===== src/rtl/fetch_unit.sv =====
// rtl/fetch_unit.sv - instruction fetch stage: imem requests, 2-entry insn queue, redirect flush
module fetch_unit #(
  parameter logic [31:0] RESET_PC = 32'h0000_0000
) (
  input  logic        clk,
  input  logic        reset,
  input  logic        run,
  input  logic        stall,
  input  logic        redirect_en,
  input  logic [31:0] redirect_pc,
  output logic        imem_re,
  output logic [31:0] imem_addr,
  input  logic        imem_ready,
  input  logic        imem_rvalid,
  input  logic [31:0] imem_rdata,
  output logic [31:0] insn,
  output logic [31:0] pc,
  output logic        run_out
);

  localparam logic [31:0] NOP = 32'h0000_0013;

  typedef enum logic {IDLE, FETCH} state_t;

  state_t      state;
  logic [31:0] fetch_pc;
  logic [31:0] q_pc   [2];
  logic [31:0] q_insn [2];
  logic        q_rd, q_wr;
  logic [1:0]  q_cnt;
  logic [31:0] tag [2];
  logic        t_rd, t_wr;
  logic [1:0]  outstanding;
  logic [1:0]  drop;

  logic        rsp, keep, pop, accept;
  logic [2:0]  credit_used;
  logic [1:0]  out_next;

  always_comb begin
    run_out     = (q_cnt != 2'd0) && run && !redirect_en;
    pop         = run_out && !stall;
    rsp         = imem_rvalid && (outstanding != 2'd0);
    keep        = rsp && (drop == 2'd0) && !redirect_en;
    // The slot freed by this cycle's pop is reusable now, which sustains one fetch per cycle
    credit_used = {1'b0, outstanding} + {1'b0, q_cnt} - {2'b00, pop};
    imem_re     = (state == FETCH) && !redirect_en && (credit_used < 3'd2);
    imem_addr   = fetch_pc;
    accept      = imem_re && imem_ready;
    out_next    = outstanding + 2'(accept) - 2'(rsp);
    insn        = (q_cnt != 2'd0) ? q_insn[q_rd] : NOP;
    pc          = (q_cnt != 2'd0) ? q_pc[q_rd] : fetch_pc;
  end

  always_ff @(posedge clk or negedge reset) begin
    if (!reset) begin
      state       <= IDLE;
      fetch_pc    <= RESET_PC;
      q_pc[0]     <= '0;
      q_pc[1]     <= '0;
      q_insn[0]   <= '0;
      q_insn[1]   <= '0;
      q_rd        <= 1'b0;
      q_wr        <= 1'b0;
      q_cnt       <= 2'd0;
      tag[0]      <= '0;
      tag[1]      <= '0;
      t_rd        <= 1'b0;
      t_wr        <= 1'b0;
      outstanding <= 2'd0;
      drop        <= 2'd0;
    end else begin
      case (state)
        IDLE:    if (run)  state <= FETCH;
        FETCH:   if (!run) state <= IDLE;
        default: state <= IDLE;
      endcase

      outstanding <= out_next;

      if (accept) begin
        tag[t_wr] <= fetch_pc;
        t_wr      <= ~t_wr;
      end
      if (rsp) t_rd <= ~t_rd;

      if (redirect_en) begin
        fetch_pc <= {redirect_pc[31:2], 2'b00};
        // Everything still in flight after this cycle belongs to the old path
        drop     <= out_next;
        q_cnt    <= 2'd0;
        q_rd     <= 1'b0;
        q_wr     <= 1'b0;
      end else begin
        if (accept) fetch_pc <= fetch_pc + 32'd4;
        if (rsp && (drop != 2'd0)) drop <= drop - 2'd1;
        if (keep) begin
          q_pc[q_wr]   <= tag[t_rd];
          q_insn[q_wr] <= imem_rdata;
          q_wr         <= ~q_wr;
        end
        if (pop) q_rd <= ~q_rd;
        q_cnt <= q_cnt + 2'(keep) - 2'(pop);
      end
    end
  end

endmodule


===== config.mk =====
export PLATFORM = sky130hd
export DESIGN_NAME = fetch_unit
export DESIGN_NICKNAME = d
export VERILOG_FILES = /design/src/rtl/fetch_unit.sv
export SDC_FILE = /design/constraint.sdc
export NUM_CORES = 1
export LEC_CHECK = 0
export BUFFER_PORTS_ARGS = -buffer_cell sky130_fd_sc_hd__buf_4
export CORE_MARGIN = 8
export CORE_UTILIZATION = 38
export DETAILED_ROUTE_END_ITERATION = 8
export PLACE_DENSITY = 0.63
export REMOVE_ABC_BUFFERS = 1
export SLEW_MARGIN = 20
export SYNTH_ARGS = -nofsm -noshare
export SYNTH_HDL_FRONTEND = slang
export SYNTH_SLANG_ARGS = --single-unit

===== constraint.sdc =====
create_clock -name clk -period 4.9 [get_ports clk]
set_clock_uncertainty 0.1 [all_clocks]
set_input_delay 0.245 -clock clk [delete_from_list [all_inputs] [get_ports clk]]
set_output_delay 0.245 -clock clk [all_outputs]
set_load 0.01 [all_outputs]

==> results.cfg <==
[status]
status = complete, no violations

[layout]
final_util_pct = 49.1
layout-drive-gt1-share_pct = 30.3
register_area_um2 = 5640
area_growth_pct = 28.3
multiInputGateArea_um2 = 4540
fill_cells = 2529
num-nets-final = 1222
fin_area_um2 = 13500

[logic_synthesis]
yosysTopAreaCell = dfrtp_1
ys_seq_area_share_pct = 53.4
synth_top_area_share_pct = 53.4
ys_types = 52
synth_warnings = 0
syn_avg_cell_area_um2 = 11.2
yosysMostFrequentCell = dfrtp_1
async_flop_share_pct = 100
syn_area_um2 = 10500
yosys-top-cells-count = dfrtp_1 (225), mux2_2 (118), nand2_1 (107), mux2i_1 (94), o21ai_0 (82)
synth_edf_count = 0
syn_inst = 940
ys_seq_elements = 225
synth_area_leaders = dfrtp_1 (53%), mux2_2 (13%), mux2i_1 (8.9%)
synth_flop_cell = dfrtp_1

[global_routing]
grtUsageMet1_pct = 20.7
busiest_layer = met2
grt_util_met2_pct = 26.2
grt_antenna_before_repair = 3
overflow = 0
grt.total_usage_pct = 15.7
grt_pass1_wl_um = 42900
grt_max_degree = 120
use_met3_pct = 3.46
grt_pass1_vias = 7979

[power]
total_switching_power_uw = 2170
power_density_nw_per_um2 = 516
internal_power_uw = 4820
pwr-share-seq_pct = 44.7
comb_power_share_pct = 28.3
ir_worst_vdd_mv = 0.296
p_sw_share_pct = 31.0
p_leak_uw = 0.00618
p_clk_share_pct = 27.1

[clock_network]
clockRootBuffer = clkbuf_16
cts_buffer_depth = 3
h-tree-depth = 1
ctsResizeCount = 0
tritoncts = done
ctsHoldBuffers = 66
clk_latency_ps = 520
clk_pin_slew_ps = 60
cts_made_buffers = 26
clkSinkCount = 225
postCtsSetupBuffers = 0

[sta]
rsz0062_at_grt = false
period_share_pct = 82.0
tightest_slew_ps = 1040
fin_crit_ps = 4020
final-hold-violation-count = 0
slew_viol_final = 0
timing.fmax_mhz = 249
hold_slack_ps = 94.5
relSlewSlack_pct = 30.7
setup_violations = 0

[place]
dp_hpwl_um = 16700
placed_area_um2 = 12000
place.gp.congestion = 0.711
io_buffers = 162

[detailed_routing]
wire_per_inst_um = 17.1
drtAntennaViolNets = 0
drt-vias-per-instance = 4.98
drc = 0
firstDrtPassIters = 5
wirelength_um = 26300
first_iter_violations = 399
dr_total_vias = 7672

[floorplan]
pin_count = 169
core_um2 = 27600
dieArea_um2 = 33300
core.rowCount = 61
die_h_um = 183
die_w_um = 183
start_util_pct = 38.3

[flow_run]
cap_violations = 0

[min_path]
hold_start = redirect_en
hp-class = in2reg

[critical_path]
worstPathArrival_ps = 4320
r2r_start = q_cnt[0]$_DFF_PN0_
crit_start = q_cnt[0]$_DFF_PN0_
crit_fanout = 33
crit_type = reg2reg
critical_path.max_stage_delay_ps = 590
cpMaxStageDelayCell = nand2_2
critPathCaptureType = flop
cp.required_ps = 5200
crit_chain = nor2_4, nor3b_1, nor2b_1, ha_1, nand2b_1, fa_1, xor2_1, and4_1, buf_4, nand2_2, mux2_2
cp-start-kind = flop
[routing by layer]
metal | vias up | share of wire (%)
li1 | 3691 | -
met5 | - | 0
met4 | 0 | 1.6
met2 | 165 | 47
met1 | 3781 | 46
met3 | 35 | 5.1
[power groups by stage]
stage                     combinational [µW]  sequential [µW]  clock (µW)
after floorplan                         1370             3010           0
after global placement                  1910             3120           0
after detailed placement                1970             3160           0
after CTS                               2020             3120        1950
after global routing                    2220             3230        2020
final                                   1970             3120        1890
[layout by cell type, fill, tap and decap left out, types with 3 or more instances in the layout]
master and instances:
a21oi_1 32, a31oi_1 4, and3_1 3, buf_4 173, clkbuf_1 4, clkbuf_16 27, clkinv_2 10, conb_1 4
dfrtp_1 223, diode_2 3, dlygate4sd3_1 66, ha_1 8, inv_1 13, mux2_1 4, mux2_2 118, mux2i_1 94
nand2_1 106, nand3_1 22, nand4_1 8, nor2_1 74, nor2b_1 3, nor3_1 3, o211ai_1 15, o21ai_0 82
o311ai_0 4, o311ai_1 7, xnor2_1 6, xor2_1 5
[flip-flops by register name (all words and copies together) (netlist names)]
name,flops
q_insn,64
q_pc,60
tag,60
imem_addr,30
drop,2
outstanding,2
q_cnt,2
q_rd,1
q_wr,1
state,1
t_rd,1
t_wr,1
[stage by stage]
step / total power, µW / worst slack (ps) / cells / setup TNS (ps)
finish: 6990 / 884 / 1541 / 0
global route: 7470 / 584 / 1541 / 0
CTS: 7090 / 850 / 1538 / 0
detailed placement: 5130 / 905 / 1426 / 0
global placement: 5020 / 960 / 1426 / 0
floorplan: 4380 / -1950 / 873 / -127990
[layout make-up]
class / instances / share of cell area [%]
clock buffers: 33 / 5.31
well taps: 378 / 3.49
flip-flops and latches: 225 / 41.6
clock inverters: 13 / 0.869
inverters: 14 / 0.388
multi-input cells: 634 / 33.5
diodes: 3 / 0.0555
repair buffers: 241 / 14.7
[kinds of logic (layout without fill, tap and decap cells)]
kind of cell / count (synthesis) / in the layout / share of synthesized area, %
other: 1 / 7 / 0.0356
multiplexers: 216 / 216 / 21.9
XOR/XNOR: 11 / 11 / 0.913
AND/OR/NAND/NOR: 239 / 239 / 10.1
flip-flops: 225 / 225 / 53.4
buffers and inverters: 84 / 301 / 3.97
adder cells (fa/ha/maj): 9 / 9 / 1.14
AO/OA/AOI/OAI: 155 / 155 / 8.46
[worst paths after layout]
check | end | cells past startpoint | slack (ps)
max in group asynchronous | q_insn[43]$_DFFE_PN0P_ | 3 | 3310
min in group asynchronous | q_insn[55]$_DFFE_PN0P_ | 2 | 240
worst min-delay path | q_rd$_DFFE_PN0P_ | 4 | 90
worst max register to register | tag[17]$_DFFE_PN0P_ | 11 | 880
worst min register to register | q_pc[10]$_DFFE_PN0P_ | 2 | 380
worst max-delay path | tag[17]$_DFFE_PN0P_ | 11 | 880
[worst max-delay path: cells and delay by family, from the launching register on]
kind,cells,cell delay (ps)
mux,1,490
simple gates,6,1650
fa+ha+maj,2,680
buf+inv,1,320
xor+xnor,1,180
flops,1,450
(Power assumes the default switching activity.)
